<file path="src/rtl/inner_pipe_sequencer.sv">
// inner_pipe_sequencer: issues float(0..N) into inner_function_pipelined and streams results to a ready/valid accumulator; SEQ_ABORT_EN adds abort
module inner_pipe_sequencer #(
  parameter int LATENCY = 60,
  parameter int IDX_W = 8
) (
  input  logic        clk,
  input  logic        reset_n,
  input  logic        start,
  input  logic [31:0] dataa,
  output logic        done,
  output logic [31:0] result,
  output logic        busy,
  output logic        pipe_aclr,
  output logic        pipe_clk_en,
  output logic [31:0] pipe_dataa,
  input  logic [31:0] pipe_result,
  output logic        acc_valid,
  output logic [31:0] acc_data,
`ifdef SEQ_ABORT_EN
  input  logic        abort,
`endif
  input  logic        acc_ready
);
  typedef enum logic [1:0] {IDLE, ISSUE, DRAIN, DONE} state_t;
  localparam logic [IDX_W:0] ONE = 1;
  state_t state;
  logic [LATENCY-1:0] vsr;
  logic [IDX_W:0] i, n, delivered, next_del;
  logic accept, stall, ab, unused_bits;
  function automatic logic [31:0] to_float(input logic [IDX_W:0] v);
    int p;
    p = 0;
    for (int k = 0; k <= IDX_W; k++) if (v[k]) p = k;
    return v == '0 ? 32'd0 : {1'b0, 8'(127 + p), 23'({23'd0, v} << (23 - p))};
  endfunction
`ifdef SEQ_ABORT_EN
  assign ab = abort & busy;
`else
  assign ab = 1'b0;
`endif
  assign unused_bits = ^dataa[31:IDX_W];
  assign pipe_aclr = ~reset_n;
  assign acc_valid = vsr[LATENCY-1] & busy;
  assign acc_data = pipe_result;
  assign stall = acc_valid & ~acc_ready;
  assign pipe_clk_en = busy & ~stall;
  assign accept = acc_valid & acc_ready;
  assign next_del = accept ? delivered + ONE : delivered;
  assign pipe_dataa = state == ISSUE ? to_float(i) : 32'd0;
  always_ff @(posedge clk)
    if (!reset_n) begin
      state <= IDLE;
      vsr <= '0;
      i <= '0;
      n <= '0;
      delivered <= '0;
      done <= 1'b0;
      result <= '0;
      busy <= 1'b0;
    end else begin
      done <= 1'b0;
      delivered <= next_del;
      if (pipe_clk_en) vsr <= {vsr[LATENCY-2:0], state == ISSUE};
      case (state)
        IDLE: if (start) begin
          state <= ISSUE;
          busy <= 1'b1;
          i <= '0;
          n <= {1'b0, dataa[IDX_W-1:0]};
          delivered <= '0;
        end
        ISSUE: if (pipe_clk_en) begin
          i <= i + ONE;
          if (i == n) state <= DRAIN;
        end
        DRAIN: if (next_del == n + ONE) begin
          state <= DONE;
          busy <= 1'b0;
          done <= 1'b1;
          result <= 32'(next_del);
        end
        default: state <= IDLE;
      endcase
      if (ab) begin
        state <= DONE;
        busy <= 1'b0;
        done <= 1'b1;
        vsr <= '0;
        result <= 32'(next_del);
      end
    end
endmodule

</file>
<file path="config.mk">
export PLATFORM = sky130hd
export DESIGN_NAME = inner_pipe_sequencer
export DESIGN_NICKNAME = d
export VERILOG_FILES = /design/src/rtl/inner_pipe_sequencer.sv
export SDC_FILE = /design/constraint.sdc
export NUM_CORES = 1
export LEC_CHECK = 0
export BUFFER_PORTS_ARGS = -buffer_cell sky130_fd_sc_hd__buf_4
export CAP_MARGIN = 0
export CELL_PAD_IN_SITES_DETAIL_PLACEMENT = 0
export CELL_PAD_IN_SITES_GLOBAL_PLACEMENT = 1
export CORE_UTILIZATION = 30
export CTS_CLUSTER_SIZE = 28
export DETAILED_ROUTE_END_ITERATION = 8
export PLACE_DENSITY_LB_ADDON = 0.1
export SETUP_SLACK_MARGIN = 0.02
export SYNTH_ARGS = -nofsm -noshare
export SYNTH_HDL_FRONTEND = slang
export SYNTH_SLANG_ARGS = --single-unit
</file>
<file path="constraint.sdc">
create_clock -name clk -period 3.3 [get_ports clk]
set_input_delay 0 -clock clk [delete_from_list [all_inputs] [get_ports clk]]
set_output_delay 0 -clock clk [all_outputs]
set_load 0.03 [all_outputs]
</file>
Word-level counts from Yosys, hierarchy flattened
Index checks and enable logic that the tools add are counted.

word-level totals
  register bits = 99
  output and inout port bits = 101

operators by class
  add/sub/neg operators = 5
  eq/ne operators = 8
  shift-type cells = 1
  multiplexer cells = 25
  bitwise operators = 7
  reductions and logical operators = 10

operators by type and width
  kind                   count
  $mux 32                2
  $mux 31                2
  $mux 9                 5
  $shl 9x32->23          1
  $sub 6x32->32 const A  1
  $add 9x1->9 const B    2
  $pmux 9 s2             1
  $mux 2                 6
  $add 8x1->9 const B    1
  $eq 9x8->1             1
  $eq 9x9->1             1
  $logic_not 9->1        1
  $mux 3                 3
  $add 8x8->8 const A    1
  $ne 2x2->1 const B     3
  $pmux 2 s3             1
  $reduce_and 2->1       3
  $reduce_and 3->1       2
  $and 1x1->1            4
  $mux 1                 4
  $reduce_and 4->1       1
  $reduce_bool 2->1      2
  $not 1->1              3
  $eq 2x1->1 const B     1
  4 further kinds        4

Depth between registers and ports, before layout
Gate-level depths: netlist (run 1).

  word-level depth = 12
  mapped depth = 11
  gate-level depth less buffers = 9

Worst setup path after synthesis (run 1)
No wires, ideal clock.

  path type = register -> register
  from = register busy
  to = register result[5]
  setup time = 79 ps
  arrival time = 2436 ps
  path slack = 785 ps
  stages on the path, launching flop included = 10
  buffers on the path = 2
  period minus slack after synthesis = 2515 ps
  cells stage by stage = dfxtp_1 buf_2 nand3_4 or4_4 and4_4 o2111a_2 and2_4 buf_6 and3_4 a211oi_2

between the ends
  word-level cells in the longest chain between the ends = 5

ends and longest elaborated chain
  element                     line  text
  start: declaration          12    output logic busy,
  start signal: assignment    59    busy <= 1'b0;
  start signal: assignment    67    busy <= 1'b1;
  start signal: assignment    78    busy <= 1'b0;
  $and 1x1->1 *               43    assign acc_valid = vsr[LATENCY-1] & busy;
  $and 1x1->1 *               47    assign accept = acc_valid & acc_ready;
  $mux 9 *                    48    assign next_del = accept ? delivered + ONE : delivered;
  $eq 9x9->1                  76    DRAIN: if (next_del == n + ONE) begin
  $reduce_and 2->1 (no line)  n/a
  end signal: assignment      80    result <= 32'(next_del);
  end signal: assignment      89    result <= 32'(next_del);
  end: declaration            11    output logic [31:0] result,

Every way passes the cells marked *; elsewhere a longest branch is shown, timed or not.
A chain may end at the register's enable or synchronous reset.

Final worst setup path (run 1)
  from = register delivered[0]
  to = register result[8]

between the ends
  word-level cells in the longest chain between the ends = 4

ends and longest elaborated chain
  element                     line  text
  start: declaration          28    logic [IDX_W:0] i, n, delivered, next_del;
  start signal: assignment    62    delivered <= next_del;
  $add 9x1->9                 48
  $mux 9 *                    48
  $eq 9x9->1                  76
  $reduce_and 2->1 (no line)  n/a

Marks and branches as above.

==> impl_metrics.py, run 1 <==
metrics = {
    "floorplanning": {
        "start_util_pct": 30.7,
        "core_area_um2": 17200,
        "die_w_um": 135,
        "io-pin-count": 169,
        "std_cell_rows": 48,
        "dieArea_um2": 18200,
        "die_y_um": 135,
    },
    "place": {
        "dpl.hpwl_um": 7850,
        "place_congestion": 0.799,
        "port_buffers": 41,
        "dp.cells": 873,
    },
    "setup_path": {
        "path_depth": 8,
        "endpoint_kind": "register",
        "crit_required_ps": 3500,
        "worstPathCellList": "ha_1 -> nand4_2 -> nor4_1 -> xnor2_1 -> nand4_1 -> a31oi_2 -> and3_4 -> a211oi_2",
        "start_kind": "register",
        "slowest_delay_ps": 560,
        "crit_path_max_fanout": 10,
        "worstRegToRegCells": 8,
        "critPathBufInv": 0,
        "slowest_stage": "a31oi_2",
        "crit_family": "simple AND/OR/NAND/NOR gates",
        "cp_data_arrival_time_ps": 3060,
        "critical_path_class": "reg -> reg",
    },
    "synthesis": {
        "syn_inst": 666,
        "synth.mux.area_fraction_pct": 1.73,
        "synthTopCellsByArea": "dfxtp_1 37%, nand2_1 11%, buf_4 10%, a21oi_1 7.7%, xnor2_1 3.8%",
        "ys_ff_latch": 99,
        "synthSimpleGateAreaFrac_pct": 22.0,
        "yosys.cell_types.count": 57,
        "synthesis.area_um2": 5290,
        "synth_compound_area_share_pct": 14.8,
        "synth_xor_area_share_pct": 7.43,
        "synth_flop_cell": "dfxtp_1",
        "synth_top_family_by_area": "simple AND/OR/NAND/NOR gates",
        "yosysSeqAreaShare_pct": 37.5,
        "yosys-top-cells-count": "161 x nand2_1, 99 x dfxtp_1, 81 x a21oi_1, 72 x buf_4, 31 x nor2_1",
        "synth-edff-count": 0,
        "synth_top_area_share_pct": 37.5,
        "synth_async_sr_flop_share_pct": 0,
        "syn_area_per_cell_um2": 7.94,
        "synthAdderAreaFrac_pct": 2.37,
        "ys.warnings.count": 0,
        "yosysMostFrequentCell": "nand2_1",
        "yosysTopAreaCell": "dfxtp_1",
    },
    "job": {
        "max_cap_violations": 0,
    },
    "clock_network": {
        "cts_setup_buffers": 0,
        "clk_pin_slew_ps": 60,
        "cts_htree_levels": 3,
        "cts_tree": "yes",
        "clock_path_buffers": 2,
        "root_buffer": "clkbuf_16",
        "numCtsBuffers": 9,
        "clock-sinks": 99,
        "clk_latency_ps": 350,
    },
    "route": {
        "drtIter0Drc": 241,
        "routedWlPerCell_um": 13.0,
        "route.detailed.drc": 0,
        "postRouteAntennaNets": 0,
        "vias": 4113,
        "via_per_inst": 4.58,
        "dr.pass1.iters": 5,
        "wl_um": 11700,
    },
    "sta": {
        "fin_crit_ps": 2860,
        "worstMarginPinSlew_ps": 1000,
        "fin_tns_setup_ps": 0,
        "setup_viol": 0,
        "rsz0062_at_grt": "no",
        "slew_headroom_pct": 32.4,
        "fmax_mhz": 350,
        "finalMaxSlewViolations": 0,
        "skew_ps": 7.87,
        "hold_viol": 0,
        "period_share_pct": 86.5,
        "holdWs_ps": 0.0105,
    },
    "worst_hold_path": {
        "hp-class": "in -> out",
        "hold_depth": 0,
    },
    "global_routing": {
        "antenna_found_initial": 0,
        "grt_pass1_vias": 3734,
        "gr-usage-all-layers_pct": 13.3,
        "grt_max_degree": 62,
        "gr-total-overflow": 0,
        "grt_pass1_wl_um": 19100,
    },
    "power_and_ir_drop": {
        "p_leak_nw": 2.11,
        "power_density_nw_per_um2": 522,
        "ir_worst_vdd_mv": 0.250,
        "finalPower_mw": 3.02,
    },
    "status": {
        "outcome": "finished, final reports clean",
    },
    "final_layout": {
        "syn2layout_area_growth_pct": 9.56,
        "drive_gt1_share_pct": 13.1,
        "stdcell_count": 898,
        "diodes": 0,
        "final_nets": 746,
    },
}
power by group:
part	internal (mW)	switching, mW	leakage, nW
registers	1.23	0.0502	0.799
logic	0.207	0.535	1.18
clock network	0.538	0.460	0.133
what timing repair did:
item | 4_1_cts | 5_1_grt
hold endpoints to repair | 11 | 0
resized for setup | 0 | 0
hold buffers | 9 | 0
sequential cells by signal, indices dropped and copies added, names as in the netlist:
signal / flops
busy: 1
result: 9
vsr: 60
done: 1
state: 2
n: 8
i: 9
delivered: 9
stage by stage:
| step | setup slack (ps) | util (%) | area, um2 |
|---|---|---|---|
| finish | 444 | 33.6 | 5800 |
| global route | 256 | 33.6 | 5800 |
| CTS | 428 | 33.6 | 5800 |
| detailed placement | 451 | 31.5 | 5430 |
| global placement | 511 | 31.5 | 5430 |
| floorplan | 785 | - | 5430 |
worst paths after layout:
check | startpoint | endpoint | slack [ps]
worst min-delay path | pipe_result[16] | acc_data[16] | 0.01
worst max-delay path | delivered[0] | result[8] | 440
worst min register to register | vsr[43] | vsr[44] | 450
worst max register to register | delivered[0] | result[8] | 440
cell families after synthesis:
group	after synthesis
compound gates	132
xor+xnor	37
fa+ha+maj	10
buf+inv	124
flops	99
mux	9
other cells	1
simple gates	254
placed cells by master, fill, tap and decap left out, types with 2 or more instances in the layout:
master | synthesis | routed
nand2_1 | 161 | 161
dfxtp_1 | 99 | 99
a21oi_1 | 81 | 81
buf_4 | 72 | 51
conb_1 | 1 | 39
nor2_1 | 31 | 31
xnor2_1 | 23 | 23
inv_1 | 15 | 15
o21ai_0 | 14 | 14
nand3_1 | 10 | 10
nand4_1 | 10 | 10
ha_1 | 10 | 10
xor2_1 | 9 | 9
clkbuf_16 | 0 | 9
dlygate4sd3_1 | 0 | 9
mux2i_1 | 8 | 8
nor2b_1 | 7 | 7
a31oi_1 | 6 | 6
and2_1 | 6 | 6
nor4_1 | 5 | 5
or3_1 | 5 | 5
xnor3_1 | 5 | 5
a211oi_2 | 5 | 5
and3_1 | 3 | 3
o211ai_1 | 3 | 3
a22oi_1 | 3 | 3
nor3_1 | 3 | 3
a21boi_0 | 3 | 3
inv_2 | 2 | 2
o21bai_1 | 2 | 2
or2_2 | 2 | 2
nand2b_1 | 2 | 2
o21ai_1 | 3 | 2
clkbuf_1 | 27 | 2
clkinv_4 | 0 | 2
area by class of cell:
cell class                 instances  area, um2
sequential                        99       1980
fill                            1807      11400
tap                              225        282
inverter                          17       63.8
timing repair buffer              60        473
multi-input combinational        481       2720
clock inverter                     4       33.8
clock buffer                      12        246
layer usage:
metal  vias up  track usage (%)  routed length, um
met5         -                0                  0
met3        17             3.53                484
met1      1906             17.3               5480
li1       2104                -                  -
met4         0             3.62                133
met2        86             21.5               5600
Note: power is estimated with default switching activity, not from simulation.
==> inputs of run 2 (changes only) <==
CORE_UTILIZATION = 32   (was 30)
==> impl_metrics.py, run 2 (synthesized netlist as in run 1, its figures left out) <==
metrics = {
    "final_layout": {
        "syn2layout_area_growth_pct": 9.96,
        "nFillCells": 1745,
        "largest_reg_flops": 60,
        "postLayoutCellArea_um2": 5820,
        "drive_gt1_share_pct": 13.1,
        "layout_commonest_cell": "nand2_1",
        "regMostFlops": "vsr",
        "ff_latch_area_um2": 1980,
        "final_nets": 746,
        "final_cell_mix": "161 x nand2_1, 99 x dfxtp_1, 81 x a21oi_1",
        "stdcell_count": 887,
        "diodes": 0,
        "multi_input_comb_area_um2": 2720,
    },
    "setup_path": {
        "crit_family": "simple AND/OR/NAND/NOR gates",
        "crit_path_max_fanout": 10,
        "endpoint_kind": "register",
        "cp_data_arrival_time_ps": 2990,
        "worstRegToRegCells": 8,
        "critical_path_class": "reg -> reg",
        "r2r_slack_ps": 510,
        "slowest_stage": "a31oi_2",
        "start_kind": "register",
        "r2r-start": "delivered[0]",
        "rr_endpoint": "result[8]",
        "slowest_delay_ps": 550,
        "worstPathCellList": "ha_1 -> nand4_2 -> nor4_1 -> xnor2_1 -> nand4_1 -> a31oi_2 -> and3_4 -> a211oi_2",
        "crit_required_ps": 3500,
        "critPathBufInv": 0,
    },
    "power_and_ir_drop": {
        "ir_worst_vdd_mv": 0.304,
        "p_leak_nw": 2.13,
        "power_density_nw_per_um2": 541,
        "finalPower_mw": 3.15,
    },
    "sta": {
        "finalMaxSlewViolations": 0,
        "period_share_pct": 84.6,
        "skew_ps": 7.05,
        "fin_tns_setup_ps": 0,
        "slew_headroom_pct": 38.5,
        "rsz0062_at_grt": "no",
        "hold_viol": 0,
        "worstMarginPinSlew_ps": 914,
        "fin_crit_ps": 2790,
        "fmax_mhz": 358,
        "setup_viol": 0,
    },
    "route": {
        "postRouteAntennaNets": 0,
        "via_per_inst": 4.67,
        "drtIter0Drc": 238,
        "dr.pass1.iters": 4,
        "routedWlPerCell_um": 13.1,
        "route.detailed.drc": 0,
        "wl_um": 11600,
        "vias": 4144,
    },
    "job": {
        "max_cap_violations": 0,
    },
    "global_routing": {
        "antenna_found_initial": 0,
        "gr-usage-all-layers_pct": 14.0,
        "grt_pass1_wl_um": 18400,
        "gr-total-overflow": 0,
        "grt_max_degree": 62,
        "grt_pass1_vias": 3798,
    },
    "clock_network": {
        "cts_tree": "yes",
        "clock-sinks": 99,
        "cts_htree_levels": 3,
        "clk_pin_slew_ps": 70,
        "numCtsBuffers": 9,
        "cts_setup_buffers": 0,
        "clock_path_buffers": 2,
        "holdBufCountCts": 9,
        "root_buffer": "clkbuf_16",
        "clk_latency_ps": 350,
        "post_cts_resized": 0,
    },
    "place": {
        "place_area_um2": 5410,
        "port_buffers": 41,
        "place_congestion": 0.780,
        "dpl.hpwl_um": 7840,
        "dp.cells": 864,
    },
    "status": {
        "outcome": "finished, final reports clean",
    },
    "floorplanning": {
        "start_util_pct": 33.1,
        "std_cell_rows": 46,
        "io-pin-count": 169,
        "die_y_um": 131,
        "core_area_um2": 16000,
        "die_w_um": 131,
        "dieArea_um2": 17000,
    },
    "worst_hold_path": {
        "hold_depth": 0,
        "hp-start": "pipe_result[14]",
        "min_to": "acc_data[14]",
        "hp-class": "in -> out",
    },
}
-- run 2: cell count changes in the layout (fill, tap and decap cells not counted) --
cell,previous run,this run
inv_8,0,1
clkbuf_1,2,0
bufinv_16,0,2
clkbuf_8,1,0
clkinv_4,2,0
-- run 2: where the power goes --
group | total, mW | switching (mW) | internal (mW) | leakage (nW)
clock | 1.13 | 0.464 | 0.664 | 0.150
combinational | 0.735 | 0.529 | 0.206 | 1.18
sequential | 1.28 | 0.0504 | 1.23 | 0.799
total | 3.15 | 1.04 | 2.10 | 2.13
-- run 2: how the worst max path moves through the flow --
stage,start,to,slack (ps),cells after the start
floorplan,busy,result[5],790,9
CTS,delivered[0],result[8],470,8
global placement,delivered[0],result[8],520,8
detailed placement,delivered[0],result[8],500,8
global route,delivered[0],result[7],280,8
finish,delivered[0],result[8],510,8
-- run 2: cell type report --
cell class	count	area share (%)
Inverter	17	1.10
Timing Repair Buffer	60	8.13
Clock inverter	5	1.51
Multi-Input combinational cell	481	46.7
Sequential cell	99	34.1
Tap cell	216	4.65
Clock buffer	9	3.87
-- run 2: metrics by stage --
| stage | worst slack, ps | hold WS [ps] | util [%] |
|---|---|---|---|
| after floorplan | 785 | 122 | - |
| after global placement | 522 | 0.205 | 33.8 |
| after detailed placement | 498 | 0.205 | 33.8 |
| after CTS | 475 | 0.205 | 36.4 |
| after global routing | 280 | 0.0434 | 36.4 |
| final | 509 | 0.0132 | 36.4 |
-- run 2: per-layer routing --
layer	track usage (%)	routed length (um)	up-vias
met5	0	0	-
met4	6.09	282	0
met3	4.03	423	24
met2	22.3	5430	69
met1	17.4	5450	1951
li1	-	-	2100
==> inputs of run 3 (changes only) <==
clock period = 2.75 ns   (was 3.3 ns; I/O delays follow)
==> impl_metrics.py, run 3 (synthesized netlist as in run 1, its figures left out) <==
metrics = {
    "power_and_ir_drop": {
        "ir_worst_vdd_mv": 0.350,
        "combPwrFrac_pct": 24.4,
        "finalPower_mw": 3.66,
        "p_switching_mw": 1.28,
        "switching_share_pct": 34.9,
        "power_density_nw_per_um2": 624,
        "p_leak_nw": 2.16,
        "p_int_mw": 2.38,
        "power_frac_clock_pct": 33.5,
        "power_frac_seq_pct": 42.1,
    },
    "route": {
        "via_per_inst": 4.64,
        "route.detailed.drc": 0,
        "routedWlPerCell_um": 12.9,
        "wl_um": 11500,
        "dr.pass1.iters": 4,
        "drtIter0Drc": 249,
        "postRouteAntennaNets": 0,
        "vias": 4156,
    },
    "setup_path": {
        "slowest_stage": "dfxtp_1",
        "critical_path_class": "reg -> reg",
        "crit_required_ps": 3020,
        "rr_endpoint": "state[0]",
        "critPathBufInv": 0,
        "cp_data_arrival_time_ps": 2790,
        "slowest_delay_ps": 450,
        "start_kind": "register",
        "crit_family": "simple AND/OR/NAND/NOR gates",
        "worstPathCellList": "nand3_4 -> nor4_4 -> xnor2_1 -> nand4_1 -> a31o_2 -> a211oi_2 -> mux2i_1",
        "worstRegToRegCells": 7,
        "r2r_slack_ps": 230,
        "endpoint_kind": "register",
        "path_depth": 7,
        "r2r-start": "vsr[59]",
        "crit_path_max_fanout": 8,
    },
    "floorplanning": {
        "dieArea_um2": 17000,
        "std_cell_rows": 46,
        "die_w_um": 131,
        "core_area_um2": 16000,
        "start_util_pct": 33.1,
        "io-pin-count": 169,
        "die_y_um": 131,
    },
    "sta": {
        "rsz0062_at_grt": "no",
        "period_share_pct": 91.7,
        "fmax_mhz": 396,
        "skew_ps": 8.64,
        "setup_viol": 0,
        "holdWs_ps": 0.0132,
        "finalMaxSlewViolations": 0,
        "hold_viol": 0,
        "worstMarginPinSlew_ps": 622,
        "fin_tns_setup_ps": 0,
        "fin_crit_ps": 2520,
        "slew_headroom_pct": 58.5,
    },
    "clock_network": {
        "cts_setup_buffers": 0,
        "cts_htree_levels": 3,
        "numCtsBuffers": 9,
        "cts_tree": "yes",
        "root_buffer": "clkbuf_16",
        "clk_pin_slew_ps": 70,
        "clock-sinks": 99,
        "clock_path_buffers": 2,
        "clk_latency_ps": 350,
    },
    "status": {
        "outcome": "finished, final reports clean",
    },
    "final_layout": {
        "nFillCells": 1732,
        "diodes": 0,
        "syn2layout_area_growth_pct": 10.8,
        "final_nets": 752,
        "layout_commonest_cell": "nand2_1",
        "largest_reg_flops": 60,
        "final_cell_mix": "161 x nand2_1, 99 x dfxtp_1, 81 x a21oi_1",
        "drive_gt1_share_pct": 14.4,
        "regMostFlops": "vsr",
        "postLayoutCellArea_um2": 5860,
    },
    "global_routing": {
        "grt.met1_usage_pct": 17.9,
        "grt_use_met2_pct": 21.6,
        "grt_pass1_vias": 3714,
        "antenna_found_initial": 0,
        "gr-usage-all-layers_pct": 13.8,
        "grt_pass1_wl_um": 18400,
        "grt_max_degree": 62,
        "top_usage_layer": "met2",
        "gr-total-overflow": 0,
        "grt_use_met3_pct": 3.38,
    },
    "worst_hold_path": {
        "hp-class": "in -> out",
        "min_to": "acc_data[14]",
        "hold_depth": 0,
        "hp-start": "pipe_result[14]",
    },
    "place": {
        "place_area_um2": 5470,
        "dpl.hpwl_um": 7850,
        "place_congestion": 0.802,
        "port_buffers": 41,
    },
    "job": {
        "max_cap_violations": 0,
    },
}
==> run 3: changes by cell type in the layout (fill, tap and decap cells not counted), sizes merged <==
cell,before,now
clkbuf,9,10
clkinv,0,3
clkinvlp,1,0
inv,19,20
buf,51,57
bufinv,2,0
==> run 3: cell type report <==
cell class	count	area, um2	area share, %
Multi-Input combinational cell	481	2730	46.6
Sequential cell	99	1980	33.8
Timing Repair Buffer	66	531	9.05
Tap cell	216	270	4.61
Clock buffer	10	239	4.08
Inverter	17	63.8	1.09
Clock inverter	6	45.0	0.769
==> run 3: stage by stage <==
stage          worst slack, ps  utilization (%)  cells
2_1_floorplan              235                -    704
3_3_place_gp               258             34.2    870
3_5_place_dp               152             34.2    870
4_1_cts                    127             36.5    895
5_1_grt                   37.9             36.6    895
6_report                   227             36.6    895
==> run 3: what timing repair did <==
item                                   CTS  global route
hold buffers                             9             0
resized for setup                        0             2
endpoints found under the hold margin   11             0
setup endpoints to repair                0             5
==> run 3: worst max-delay path by stage <==
stage                       startpoint   endpoint  slack (ps)
after floorplan                   busy  result[5]         240
after global routing           vsr[59]   state[1]          40
final                          vsr[59]   state[0]         230
after detailed placement  delivered[1]   state[0]         150
after global placement    delivered[1]  result[3]         260
after CTS                 delivered[1]   state[0]         130
==> run 3: power by group through the flow <==
stage	Clock [mW]	Combinational, mW	Sequential, mW
2_1_floorplan	0	0.781	1.57
6_report	1.22	0.892	1.54
4_1_cts	1.28	0.903	1.54
3_3_place_gp	0	0.885	1.57
3_5_place_dp	0	0.892	1.57
5_1_grt	1.32	0.994	1.55
==> run 3: worst register-to-register path: cells and delay by family, from the launching register on <==
kind / cells / cell delay (ps)
xor+xnor: 1 / 240
mux: 1 / 250
simple gates: 3 / 810
flops: 1 / 450
compound gates: 2 / 690
==> run 3: metal layers <==
layer | up-vias | wire, um
li1 | 2125 | -
met1 | 1906 | 5450
met2 | 96 | 5300
met3 | 29 | 480
met4 | 0 | 285
met5 | - | 0
